## src/rtl/if_fetch_stage.sv

```systemverilog
// ---------------------------------------------------------------------------
// if_fetch_stage
//
// Instruction-fetch stage. Holds the PC, issues fetch requests to the
// i-cache, and supplies decode with the predicted next address plus a
// "taken branch" flag from a small direct-mapped branch target buffer (BTB)
// that execute trains. Handles decode backpressure, i-cache misses and
// execute redirects.
//
// Ports:
//   clk, rst            clock, synchronous active-high reset
//   address             fetch address (the PC register)
//   req_valid           fetch request valid
//   data_valid          i-cache delivered data for the held address (miss wait)
//   cache_miss          i-cache cannot serve the current request this cycle
//   predicted_next_adr  predicted address following address
//   branch_jump         BTB hit: predicted_next_adr is a taken target
//   stall               decode backpressure
//   redirect_valid/adr  execute flush / mispredict and its new PC
//   btb_upd_*           BTB training strobe, branch PC, target, taken flag
// ---------------------------------------------------------------------------
module if_fetch_stage #(
  parameter int                   ADR_WIDTH    = 32,
  parameter int                   RETURN_BYTES = 4,
  parameter logic [ADR_WIDTH-1:0] RESET_VECTOR = '0,
  parameter int                   BTB_ENTRIES  = 8
) (
  input  logic                 clk,
  input  logic                 rst,
  output logic [ADR_WIDTH-1:0] address,
  output logic                 req_valid,
  input  logic                 data_valid,
  input  logic                 cache_miss,
  output logic [ADR_WIDTH-1:0] predicted_next_adr,
  output logic                 branch_jump,
  input  logic                 stall,
  input  logic                 redirect_valid,
  input  logic [ADR_WIDTH-1:0] redirect_adr,
  input  logic                 btb_upd_valid,
  input  logic [ADR_WIDTH-1:0] btb_upd_pc,
  input  logic [ADR_WIDTH-1:0] btb_upd_target,
  input  logic                 btb_upd_taken
);

  localparam int OFF_W = $clog2(RETURN_BYTES);
  localparam int IDX_W = $clog2(BTB_ENTRIES);
  localparam int TAG_W = ADR_WIDTH - OFF_W - IDX_W;

  localparam logic [ADR_WIDTH-1:0] STEP       = ADR_WIDTH'(RETURN_BYTES);
  localparam logic [ADR_WIDTH-1:0] ALIGN_MASK = ~(ADR_WIDTH'(RETURN_BYTES - 1));

  localparam logic [1:0] ST_RST   = 2'd0;
  localparam logic [1:0] ST_FETCH = 2'd1;
  localparam logic [1:0] ST_MISS  = 2'd2;

  logic [1:0]           state_q, state_d;
  logic [ADR_WIDTH-1:0] pc_q, pc_d;

  // BTB storage: valid bits need a reset, tag/target do not.
  logic [BTB_ENTRIES-1:0] btb_valid_q;
  logic [TAG_W-1:0]       btb_tag_q    [BTB_ENTRIES];
  logic [ADR_WIDTH-1:0]   btb_target_q [BTB_ENTRIES];

  // -------------------------------------------------------------------------
  // Lookup on the current PC
  // -------------------------------------------------------------------------
  logic [IDX_W-1:0] look_idx;
  logic [TAG_W-1:0] look_tag;
  logic             look_hit;

  assign look_idx = pc_q[OFF_W +: IDX_W];
  assign look_tag = pc_q[ADR_WIDTH-1 -: TAG_W];
  assign look_hit = btb_valid_q[look_idx] && (btb_tag_q[look_idx] == look_tag);

  assign address            = pc_q;
  assign branch_jump        = look_hit;
  assign predicted_next_adr = look_hit ? btb_target_q[look_idx] : (pc_q + STEP);

  assign req_valid = ((state_q == ST_FETCH) || (state_q == ST_MISS)) && !stall;

  // -------------------------------------------------------------------------
  // Training: per-entry set/clear strobes
  // -------------------------------------------------------------------------
  logic [IDX_W-1:0]       upd_idx;
  logic [TAG_W-1:0]       upd_tag;
  logic [BTB_ENTRIES-1:0] ent_set;
  logic [BTB_ENTRIES-1:0] ent_clr;

  assign upd_idx = btb_upd_pc[OFF_W +: IDX_W];
  assign upd_tag = btb_upd_pc[ADR_WIDTH-1 -: TAG_W];

  for (genvar gi = 0; gi < BTB_ENTRIES; gi++) begin : g_btb_strobe
    logic sel;
    assign sel         = btb_upd_valid && (upd_idx == IDX_W'(gi));
    // Taken overwrites whatever aliases into the slot; not-taken only
    // invalidates the slot if it actually belongs to this branch.
    assign ent_set[gi] = sel && btb_upd_taken;
    assign ent_clr[gi] = sel && !btb_upd_taken && (btb_tag_q[gi] == upd_tag);
  end

  // -------------------------------------------------------------------------
  // PC / state next-state logic
  // -------------------------------------------------------------------------
  always_comb begin
    state_d = state_q;
    pc_d    = pc_q;
    if (redirect_valid) begin
      // Redirect wins in every state, including RST and a pending miss.
      pc_d    = redirect_adr & ALIGN_MASK;
      state_d = ST_FETCH;
    end else begin
      unique case (state_q)
        ST_RST: begin
          state_d = ST_FETCH;
        end
        ST_FETCH: begin
          if (stall) begin
            state_d = ST_FETCH;
          end else if (cache_miss) begin
            state_d = ST_MISS;
          end else begin
            pc_d = predicted_next_adr;
          end
        end
        ST_MISS: begin
          if (!stall && data_valid) begin
            pc_d    = predicted_next_adr;
            state_d = ST_FETCH;
          end
        end
        default: begin
          state_d = ST_RST;
        end
      endcase
    end
  end

  always_ff @(posedge clk) begin
    if (rst) begin
      state_q     <= ST_RST;
      pc_q        <= RESET_VECTOR;
      btb_valid_q <= '0;
    end else begin
      state_q <= state_d;
      pc_q    <= pc_d;
      for (int i = 0; i < BTB_ENTRIES; i++) begin
        if (ent_set[i]) begin
          btb_valid_q[i]  <= 1'b1;
          btb_tag_q[i]    <= upd_tag;
          btb_target_q[i] <= btb_upd_target;
        end else if (ent_clr[i]) begin
          btb_valid_q[i] <= 1'b0;
        end
      end
    end
  end

endmodule

```

## config.mk

```make
export PLATFORM = sky130hd
export DESIGN_NAME = if_fetch_stage
export DESIGN_NICKNAME = d
export VERILOG_FILES = /design/src/rtl/if_fetch_stage.sv
export SDC_FILE = /design/constraint.sdc
export NUM_CORES = 1
export LEC_CHECK = 0
export CAP_MARGIN = 20
export CORE_AREA = 2 2 232 234
export CTS_CLUSTER_SIZE = 30
export DETAILED_ROUTE_END_ITERATION = 6
export DIE_AREA = 0 0 234 236
export PLACE_DENSITY = 0.61
export SYNTH_ARGS = -nofsm -noshare
export SYNTH_HDL_FRONTEND = slang
export SYNTH_SLANG_ARGS = --single-unit
```

## constraint.sdc

```tcl
create_clock -name clk -period 11.3 [get_ports clk]
set_clock_uncertainty 0.2 [all_clocks]
set_input_delay 1.13 -clock clk [delete_from_list [all_inputs] [get_ports clk]]
set_output_delay 1.13 -clock clk [all_outputs]
set_load 0.01 [all_outputs]
```

==> report_table.html, run 1 <==
<table>
<tr><th>Metric</th><th>Value</th></tr>
<tr><th colspan="2">STA</th></tr>
<tr><td>Fmax achieved</td><td>134 MHz</td></tr>
<tr><td>Total negative slack</td><td>0 ns</td></tr>
<tr><td>Part of the cycle the worst path needs</td><td>0.658</td></tr>
<tr><td>Finish-stage setup viols</td><td>0</td></tr>
<tr><td>Max-slew headroom</td><td>0.230</td></tr>
<tr><td>RSZ-0062 raised after global routing</td><td>false</td></tr>
<tr><td>Final worst-path setup slack</td><td>3.86 ns</td></tr>
<tr><td>Worst Hold Margin</td><td>0.287 ns</td></tr>
<tr><td>Period minus WS final</td><td>7.44 ns</td></tr>
<tr><td>Final number of max-transition violations</td><td>0</td></tr>
<tr><td>Slew at the pin closest to its max-slew limit</td><td>1.15 ns</td></tr>
<tr><td>Final Hold Viols</td><td>0</td></tr>
<tr><th colspan="2">Drt</th></tr>
<tr><td>Total wire length</td><td>66,300 um</td></tr>
<tr><td>Vias after detailed routing</td><td>13.6k</td></tr>
<tr><td>Number of remaining DRC errors</td><td>0</td></tr>
<tr><td>First-pass detailed-route iteration total</td><td>7</td></tr>
<tr><td>Per-cell routed wire length</td><td>28.2 um</td></tr>
<tr><td>Initial DRC Count</td><td>1,382</td></tr>
<tr><td>DRT antenna net count</td><td>0</td></tr>
<tr><td>Via-to-Cell Ratio</td><td>5.80</td></tr>
<tr><th colspan="2">Logic synthesis</th></tr>
<tr><td>Distinct cell type count after synthesis</td><td>53</td></tr>
<tr><td>Flip-flop cell with the highest count after synthesis</td><td>sky130_fd_sc_hd__edfxtp_1</td></tr>
<tr><td>Cells after Synth</td><td>1,459</td></tr>
<tr><td>Post-synthesis area per instance</td><td>16.1 um^2</td></tr>
<tr><td>Area of the mapped netlist</td><td>23,600 um^2</td></tr>
<tr><td>Sequential area share after synthesis</td><td>0.640</td></tr>
<tr><td>Synth area leaders</td><td>sky130_fd_sc_hd__edfxtp_1 (60%), sky130_fd_sc_hd__mux4_2 (11%), sky130_fd_sc_hd__xnor2_1 (5.3%), sky130_fd_sc_hd__xor2_1 (4.6%), sky130_fd_sc_hd__dfxtp_1 (3.8%)</td></tr>
<tr><td>Fraction of post-synthesis cell area in the top cell type by area</td><td>0.602</td></tr>
<tr><td>Number of warnings printed during yosys synthesis</td><td>0</td></tr>
<tr><td>Total of flip-flops plus latches after synthesis</td><td>517</td></tr>
<tr><td>Nets in the synthesized netlist</td><td>1,568</td></tr>
<tr><td>EDFF count, synth</td><td>472</td></tr>
<tr><td>Share of synthesized flip-flops with an asynchronous set or reset</td><td>0</td></tr>
<tr><td>Largest area contributor in the netlist</td><td>sky130_fd_sc_hd__edfxtp_1</td></tr>
<tr><th colspan="2">Die</th></tr>
<tr><td>Die Outline Area</td><td>55,200 um^2</td></tr>
<tr><td>Floorplan Core Area</td><td>53,100 um^2</td></tr>
<tr><td>Starting density of the core</td><td>0.444</td></tr>
<tr><td>Width of the chip</td><td>234 um</td></tr>
<tr><td>IO Count</td><td>170</td></tr>
<tr><td>Row cnt</td><td>85</td></tr>
<tr><td>Die Span Y</td><td>236 um</td></tr>
<tr><th colspan="2">Pwr</th></tr>
<tr><td>Static Leakage</td><td>8.56 nW</td></tr>
<tr><td>Logic gate share of total power</td><td>0.091</td></tr>
<tr><td>Net switching fraction of the power</td><td>0.234</td></tr>
<tr><td>PwrDens</td><td>154 nW/um^2</td></tr>
<tr><td>Clock network fraction of design power</td><td>0.404</td></tr>
<tr><td>Internal cell power</td><td>3.27 mW</td></tr>
<tr><td>Switch Pwr</td><td>0.999 mW</td></tr>
<tr><td>Peak VDD IR</td><td>129 uV</td></tr>
<tr><td>Sequential fraction of design power</td><td>0.505</td></tr>
<tr><th colspan="2">Layout</th></tr>
<tr><td>Fraction of final layout cells sized beyond drive strength 1</td><td>0.148</td></tr>
<tr><td>Layout-stage area growth over the synthesis result</td><td>17.3%</td></tr>
<tr><td>Nets</td><td>1,721</td></tr>
<tr><th colspan="2">Critical path</th></tr>
<tr><td>Maximum fanout encountered on the critical timing path</td><td>79</td></tr>
<tr><td>Worst Reg-to-Reg Cells</td><td>9</td></tr>
<tr><td>Dominant delay contributor by cell family on the critical path</td><td>simple AND/OR/NAND/NOR gates</td></tr>
<tr><td>Arrival time of the worst setup path</td><td>6.11 ns</td></tr>
<tr><td>Critical Path End Type</td><td>output pin</td></tr>
<tr><td>Startpoint kind of the worst setup timing path</td><td>register</td></tr>
<tr><td>Worst path slowest cell</td><td>sky130_fd_sc_hd__and3_2</td></tr>
<tr><td>Delay of the slowest cell on the worst path</td><td>1.05 ns</td></tr>
<tr><td>R2r setup slk</td><td>5.86 ns</td></tr>
<tr><td>Worst path buffer plus inverter count</td><td>2</td></tr>
<tr><td>Most repeated library cell on the critical path</td><td>sky130_fd_sc_hd__mux2i_1</td></tr>
<tr><td>Setup Crit Path Kind</td><td>register to output pin</td></tr>
<tr><td>Required time worst endpoint</td><td>9.97 ns</td></tr>
<tr><td>Ordered cell list for the critical path</td><td>buf_12 &gt; mux4_2 &gt; mux2i_1 &gt; xor2_1 &gt; nand2_1 &gt; nor4_1 &gt; and3_2 &gt; mux2i_1 &gt; clkdlybuf4s50_1</td></tr>
<tr><th colspan="2">Global route</th></tr>
<tr><td>First-pass GRT wire length</td><td>95,900 um</td></tr>
<tr><td>Via count of the first global-routing pass</td><td>13.6k</td></tr>
<tr><td>Initial antenna violation count</td><td>4</td></tr>
<tr><td>Total grt overflow</td><td>0</td></tr>
<tr><td>Largest net degree at the start of global routing</td><td>80</td></tr>
<tr><td>Total global routing track utilization</td><td>0.243</td></tr>
<tr><th colspan="2">Clocking</th></tr>
<tr><td>Post-CTS resize count</td><td>0</td></tr>
<tr><td>Number of levels the H-tree was split into</td><td>2</td></tr>
<tr><td>TritonCTS Sinks</td><td>517</td></tr>
<tr><td>CTS Hold Buffers Added</td><td>0</td></tr>
<tr><td>Number of buffers between clock root and the deepest sink</td><td>3</td></tr>
<tr><td>Number of buffers inserted during clock tree synthesis</td><td>55</td></tr>
<tr><td>CTS tree</td><td>done</td></tr>
<tr><td>Root buffer selected by CTS</td><td>sky130_fd_sc_hd__clkbuf_16</td></tr>
<tr><td>Clock edge transition at the registers on the reported setup and hold paths</td><td>0.06 ns</td></tr>
<tr><td>Clock latency on the worst-skew pair</td><td>0.62 ns</td></tr>
<tr><td>Post-CTS setup repair buffer count</td><td>0</td></tr>
<tr><th colspan="2">Worst hold path</th></tr>
<tr><td>Worst min-delay path category</td><td>register to register</td></tr>
<tr><td>Hold wc startpoint</td><td>btb_valid_q[6]$_SDFFE_PP0P_</td></tr>
<tr><td>Hold path depth</td><td>1</td></tr>
<tr><td>Worst Hold Path EP</td><td>btb_valid_q[6]$_SDFFE_PP0P_</td></tr>
<tr><th colspan="2">Status</th></tr>
<tr><td>Outcome</td><td>finished clean</td></tr>
<tr><th colspan="2">Placed design</th></tr>
<tr><td>Setup slack after placement</td><td>4.47 ns</td></tr>
<tr><td>IO buf count</td><td>165</td></tr>
<tr><td>Global placement routability congestion</td><td>0.887</td></tr>
<tr><td>Detailed-placement wirelength estimate</td><td>44,200 um</td></tr>
<tr><th colspan="2">Run</th></tr>
<tr><td>Maximum capacitance violations</td><td>0</td></tr>
</table>
-- worst max-delay path by stage --
stage,startpoint,endpoint,depth (start not counted)
after floorplan,btb_upd_valid,btb_tag_q[0][0]$_DFFE_PP_,3
after global placement,register,predicted_next_adr[30],9
after detailed placement,register,predicted_next_adr[30],9
after CTS,register,predicted_next_adr[30],9
after global routing,register,predicted_next_adr[6],9
final,register,predicted_next_adr[4],9
-- Yosys cell counts, drive strengths merged (23+ instances only) --
cell and count:
edfxtp 472, xnor2 143, xor2 123, mux4 110, mux2i 82, nand2 80
clkbuf 55, nand4 51, dfxtp 45, o21ai 36, buf 35, a22o 32
nor4 29, mux2 23, nand3 23
-- registers in the layout, summed over array words and instances (netlist names), named ones only --
| signal | count |
|---|---|
| address | 32 |
| btb_target_q | 256 |
| state_q | 2 |
| btb_tag_q | 216 |
| btb_valid_q | 8 |
-- through the flow --
stage | cells | total power, mW | utilization | instance area, um^2
CTS | 2349 | 4.30 | 0.520 | 27600
floorplan | 1459 | 2.40 | - | 23600
global route | 2350 | 4.39 | 0.520 | 27600
global placement | 2250 | 2.58 | 0.488 | 25900
finish | 2350 | 4.27 | 0.520 | 27600
detailed placement | 2251 | 2.58 | 0.488 | 25900
-- metal layers --
metal / GRT usage / part of all wire / up-vias
li1: - / - / 5973
met1: 0.350 / 0.43 / 7022
met2: 0.384 / 0.48 / 517
met3: 0.0360 / 0.064 / 103
met4: 0.0683 / 0.025 / 6
met5: 0 / 0.00060 / -
-- cells in the final DEF, fill, tap and decap left out, types with 23 or more instances in the layout --
| master | count |
|---|---|
| sky130_fd_sc_hd__xnor2_1 | 143 |
| sky130_fd_sc_hd__clkdlybuf4s50_1 | 164 |
| sky130_fd_sc_hd__nand3_1 | 23 |
| sky130_fd_sc_hd__a22o_1 | 32 |
| sky130_fd_sc_hd__nand2_1 | 80 |
| sky130_fd_sc_hd__mux4_2 | 110 |
| sky130_fd_sc_hd__edfxtp_1 | 472 |
| sky130_fd_sc_hd__clkbuf_16 | 56 |
| sky130_fd_sc_hd__nor4_1 | 28 |
| sky130_fd_sc_hd__o21ai_0 | 34 |
| sky130_fd_sc_hd__dfxtp_1 | 42 |
| sky130_fd_sc_hd__nand4_1 | 51 |
| sky130_fd_sc_hd__mux2i_1 | 81 |
| sky130_fd_sc_hd__xor2_1 | 123 |
-- cell type report --
class / instances / area [um^2]
diodes: 1 / 2.50
clock buffers: 69 / 1450
clock inverters: 29 / 248
fillers: 4352 / 25500
inverters: 10 / 37.5
multi-input cells: 842 / 8090
flip-flops and latches: 517 / 15100
well taps: 696 / 871
repair buffers: 186 / 1840
-- cell families (layout without fill, tap and decap cells) --
logic type	after synthesis	after routing	share of synthesized area
DFF	517	517	0.640
xor gates and xnor gates	266	266	0.0989
other	0	1	0
muxes	215	215	0.152
AOI/OAI and AO/OA	101	101	0.0300
adders and majority gates	5	5	0.00266
and+or+nand+nor	255	255	0.0570
buffers and inverters	100	294	0.0190
-- power groups by stage --
| stage | Sequential [mW] | Clock [mW] | Combinational (mW) |
|---|---|---|---|
| floorplan | 2.17 | 0 | 0.228 |
| global placement | 2.20 | 0 | 0.385 |
| detailed placement | 2.20 | 0 | 0.387 |
| CTS | 2.16 | 1.75 | 0.390 |
| global route | 2.16 | 1.82 | 0.412 |
| finish | 2.16 | 1.72 | 0.388 |
Power figures use the tool's default switching activity.
==> inputs of run 2 (changes only) <==
==> constraint.sdc (replaced) <==
create_clock -name clk -period 7.6 [get_ports clk]
set_clock_uncertainty 0.2 [all_clocks]
set_input_delay 0.76 -clock clk [delete_from_list [all_inputs] [get_ports clk]]
set_output_delay 0.76 -clock clk [all_outputs]
set_load 0.01 [all_outputs]
==> report_table.html, run 2 (synthesis gave the netlist of run 1 again) <==
<table>
<tr><th>Metric</th><th>Value</th></tr>
<tr><th colspan="2">Status</th></tr>
<tr><td>Outcome</td><td>finished clean (unchanged)</td></tr>
<tr><th colspan="2">Layout</th></tr>
<tr><td>Number of flip-flops under the largest register name</td><td>256 (unchanged)</td></tr>
<tr><td>Sequential cell area</td><td>15,100 um^2 (unchanged)</td></tr>
<tr><td>Filler-free cell count of the finished design</td><td>2,354 (was 2,350)</td></tr>
<tr><td>Most frequent standard cell in the layout excluding fill and tap cells</td><td>sky130_fd_sc_hd__edfxtp_1 (unchanged)</td></tr>
<tr><td>Antenna diode count</td><td>0 (was 1)</td></tr>
<tr><td>Post-route cell area</td><td>27,700 um^2 (was 27,600 um^2)</td></tr>
<tr><td>Footprint of the multi-input gates</td><td>8090 um^2 (unchanged)</td></tr>
<tr><td>Largest register by flop count</td><td>btb_target_q (unchanged)</td></tr>
<tr><td>Fraction of final layout cells sized beyond drive strength 1</td><td>0.154 (was 0.148)</td></tr>
<tr><td>Nets</td><td>1,724 (was 1,721)</td></tr>
<tr><td># fillers</td><td>4,346 (was 4,352)</td></tr>
<tr><td>Most frequent cells in the layout</td><td>sky130_fd_sc_hd__edfxtp_1 (472), sky130_fd_sc_hd__clkdlybuf4s50_1 (164), sky130_fd_sc_hd__xnor2_1 (143), sky130_fd_sc_hd__xor2_1 (123), sky130_fd_sc_hd__mux4_2 (110) (unchanged)</td></tr>
<tr><td>Layout-stage area growth over the synthesis result</td><td>17.8% (was 17.3%)</td></tr>
<tr><th colspan="2">STA</th></tr>
<tr><td>Period minus WS final</td><td>6.64 ns</td></tr>
<tr><td>Part of the cycle the worst path needs</td><td>0.874</td></tr>
<tr><td>Slew at the pin closest to its max-slew limit</td><td>1.20 ns (was 1.15 ns)</td></tr>
<tr><td>Final number of max-transition violations</td><td>0 (unchanged)</td></tr>
<tr><td>Max-slew headroom</td><td>0.191 (was 0.230)</td></tr>
<tr><td>Final worst-path setup slack</td><td>0.961 ns (was 3.86 ns)</td></tr>
<tr><td>Final Hold Viols</td><td>0 (unchanged)</td></tr>
<tr><td>Worst Hold Margin</td><td>0.287 ns (about the same)</td></tr>
<tr><td>Finish-stage setup viols</td><td>0 (unchanged)</td></tr>
<tr><td>RSZ-0062 raised after global routing</td><td>false (unchanged)</td></tr>
<tr><td>Total negative slack</td><td>0 ns (unchanged)</td></tr>
<tr><td>Fmax achieved</td><td>151 MHz</td></tr>
<tr><th colspan="2">Global route</th></tr>
<tr><td>Total grt overflow</td><td>0 (unchanged)</td></tr>
<tr><td>Initial antenna violation count</td><td>3 (was 4)</td></tr>
<tr><td>Via count of the first global-routing pass</td><td>13.6k (about the same)</td></tr>
<tr><td>Largest net degree at the start of global routing</td><td>71 (was 80)</td></tr>
<tr><td>First-pass GRT wire length</td><td>95,300 um (was 95,900 um)</td></tr>
<tr><td>Total global routing track utilization</td><td>0.241 (was 0.243)</td></tr>
<tr><th colspan="2">Drt</th></tr>
<tr><td>Total wire length</td><td>65,900 um (was 66,300 um)</td></tr>
<tr><td>Met3 wire length</td><td>4770 um (was 4240 um)</td></tr>
<tr><td>Length of routed met2 wiring</td><td>30,900 um (was 31,900 um)</td></tr>
<tr><td>Number of remaining DRC errors</td><td>0 (unchanged)</td></tr>
<tr><td>Per-cell routed wire length</td><td>28.0 um (was 28.2 um)</td></tr>
<tr><td>Via-to-Cell Ratio</td><td>5.82 (was 5.80)</td></tr>
<tr><td>DRT antenna net count</td><td>0 (unchanged)</td></tr>
<tr><td>Initial DRC Count</td><td>1,351 (was 1,382)</td></tr>
<tr><td>Vias after detailed routing</td><td>13.7k (was 13.6k)</td></tr>
<tr><td>Met1 routed wirelength after detailed routing</td><td>28,100 um (was 28,500 um)</td></tr>
<tr><td>Highest metal layer with signal wires</td><td>met5 (unchanged)</td></tr>
<tr><td>First-pass detailed-route iteration total</td><td>5 (was 7)</td></tr>
<tr><th colspan="2">Die</th></tr>
<tr><td>Die Span Y</td><td>236 um (unchanged)</td></tr>
<tr><td>Starting density of the core</td><td>0.444 (unchanged)</td></tr>
<tr><td>Row cnt</td><td>85 (unchanged)</td></tr>
<tr><td>Floorplan Core Area</td><td>53,100 um^2 (unchanged)</td></tr>
<tr><td>Width of the chip</td><td>234 um (unchanged)</td></tr>
<tr><td>IO Count</td><td>170 (unchanged)</td></tr>
<tr><td>Die Outline Area</td><td>55,200 um^2 (unchanged)</td></tr>
<tr><th colspan="2">Pwr</th></tr>
<tr><td>Logic gate share of total power</td><td>0.091 (about the same)</td></tr>
<tr><td>Switch Pwr</td><td>1.50 mW (was 0.999 mW)</td></tr>
<tr><td>Peak VDD IR</td><td>196 uV (was 129 uV)</td></tr>
<tr><td>PwrDens</td><td>231 nW/um^2 (was 154 nW/um^2)</td></tr>
<tr><td>Net switching fraction of the power</td><td>0.234 (about the same)</td></tr>
<tr><td>Static Leakage</td><td>8.64 nW (was 8.56 nW)</td></tr>
<tr><td>Sequential fraction of design power</td><td>0.499 (was 0.505)</td></tr>
<tr><td>Internal cell power</td><td>4.92 mW (was 3.27 mW)</td></tr>
<tr><td>Clock network fraction of design power</td><td>0.410 (was 0.404)</td></tr>
<tr><th colspan="2">Critical path</th></tr>
<tr><td>Maximum fanout encountered on the critical timing path</td><td>24 (was 79)</td></tr>
<tr><td>Required time worst endpoint</td><td>6.64 ns (was 9.97 ns)</td></tr>
<tr><td>Startpoint kind of the worst setup timing path</td><td>register (unchanged)</td></tr>
<tr><td>Setup Crit Path Kind</td><td>register to output pin (unchanged)</td></tr>
<tr><td>Critical Path End Type</td><td>output pin (unchanged)</td></tr>
<tr><td>Arrival time of the worst setup path</td><td>5.68 ns (was 6.11 ns)</td></tr>
<tr><th colspan="2">Placed design</th></tr>
<tr><td>Detailed-placement wirelength estimate</td><td>44,000 um (was 44,200 um)</td></tr>
<tr><td>Setup slack after placement</td><td>1.60 ns (was 4.47 ns)</td></tr>
<tr><td>Area of placed instances</td><td>26,000 um^2 (was 25,900 um^2)</td></tr>
<tr><td>Global placement routability congestion</td><td>0.862 (was 0.887)</td></tr>
<tr><td>IO buf count</td><td>165 (unchanged)</td></tr>
<tr><td>Placed instance count</td><td>2,253 (was 2,251)</td></tr>
<tr><th colspan="2">Clocking</th></tr>
<tr><td>Clock latency on the worst-skew pair</td><td>0.65 ns (was 0.62 ns)</td></tr>
<tr><td>Number of buffers between clock root and the deepest sink</td><td>3 (unchanged)</td></tr>
<tr><td>Clock edge transition at the registers on the reported setup and hold paths</td><td>0.06 ns (about the same)</td></tr>
<tr><td>Post-CTS resize count</td><td>0 (unchanged)</td></tr>
<tr><td>Number of buffers inserted during clock tree synthesis</td><td>56 (was 55)</td></tr>
<tr><td>Post-CTS setup repair buffer count</td><td>0 (unchanged)</td></tr>
<tr><td>CTS tree</td><td>done (unchanged)</td></tr>
<tr><td>TritonCTS Sinks</td><td>517 (unchanged)</td></tr>
<tr><td>Number of levels the H-tree was split into</td><td>2 (unchanged)</td></tr>
<tr><td>CTS Hold Buffers Added</td><td>0 (unchanged)</td></tr>
<tr><td>Root buffer selected by CTS</td><td>sky130_fd_sc_hd__clkbuf_16 (unchanged)</td></tr>
<tr><th colspan="2">Run</th></tr>
<tr><td>Maximum capacitance violations</td><td>0 (unchanged)</td></tr>
<tr><th colspan="2">Worst hold path</th></tr>
<tr><td>Worst min-delay path category</td><td>register to register (unchanged)</td></tr>
</table>
## run 2: worst paths after layout
check	start	endpoint	slack [ns]	cells past startpoint
hold reg to reg	btb_valid_q[2]$_SDFFE_PP0P_	btb_valid_q[2]$_SDFFE_PP0P_	0.29	1
setup reg to reg	register	address[20]$_SDFFE_PP0P_	2.71	10
hold / removal	btb_valid_q[2]$_SDFFE_PP0P_	btb_valid_q[2]$_SDFFE_PP0P_	0.29	1
setup / recovery	register	predicted_next_adr[24]	0.96	10
## run 2: worst max-delay path, stage by stage, from the launching register on
cell	delay (ns)
sky130_fd_sc_hd__dfxtp_4	0.71
sky130_fd_sc_hd__buf_4	0.45
sky130_fd_sc_hd__mux4_2	0.58
sky130_fd_sc_hd__mux2i_4	0.24
sky130_fd_sc_hd__xnor2_1	0.10
sky130_fd_sc_hd__or4_4	0.53
sky130_fd_sc_hd__nor4_4	0.32
sky130_fd_sc_hd__and3_2	0.81
sky130_fd_sc_hd__buf_4	0.35
sky130_fd_sc_hd__mux2i_1	0.31
sky130_fd_sc_hd__clkdlybuf4s50_1	0.59
## run 2: layout make-up
class / instances / area share
Multi-Input combinational cell: 842 / 0.291
Sequential cell: 517 / 0.544
Clock inverter: 23 / 0.00803
Clock buffer: 78 / 0.0564
Tap cell: 696 / 0.0314
Inverter: 10 / 0.00135
Timing Repair Buffer: 188 / 0.0676
## run 2: metrics by stage
step | utilization | power (mW)
after CTS | 0.523 | 6.46
after global placement | 0.489 | 3.84
final | 0.523 | 6.42
after global routing | 0.523 | 6.61
after floorplan | - | 3.57
after detailed placement | 0.489 | 3.84
## run 2: metal layers
| layer | global-route usage | up-vias |
|---|---|---|
| met5 | 0 | - |
| met4 | 0.0792 | 6 |
| met3 | 0.0474 | 106 |
| met2 | 0.375 | 520 |
| met1 | 0.340 | 7074 |
| li1 | - | 5988 |
## run 2: power groups by stage
stage / Combinational (mW) / Sequential [mW] / Clock (mW)
CTS: 0.583 / 3.20 / 2.67
global placement: 0.576 / 3.26 / 0
detailed placement: 0.580 / 3.26 / 0
floorplan: 0.338 / 3.23 / 0
finish: 0.581 / 3.20 / 2.63
global route: 0.619 / 3.21 / 2.79
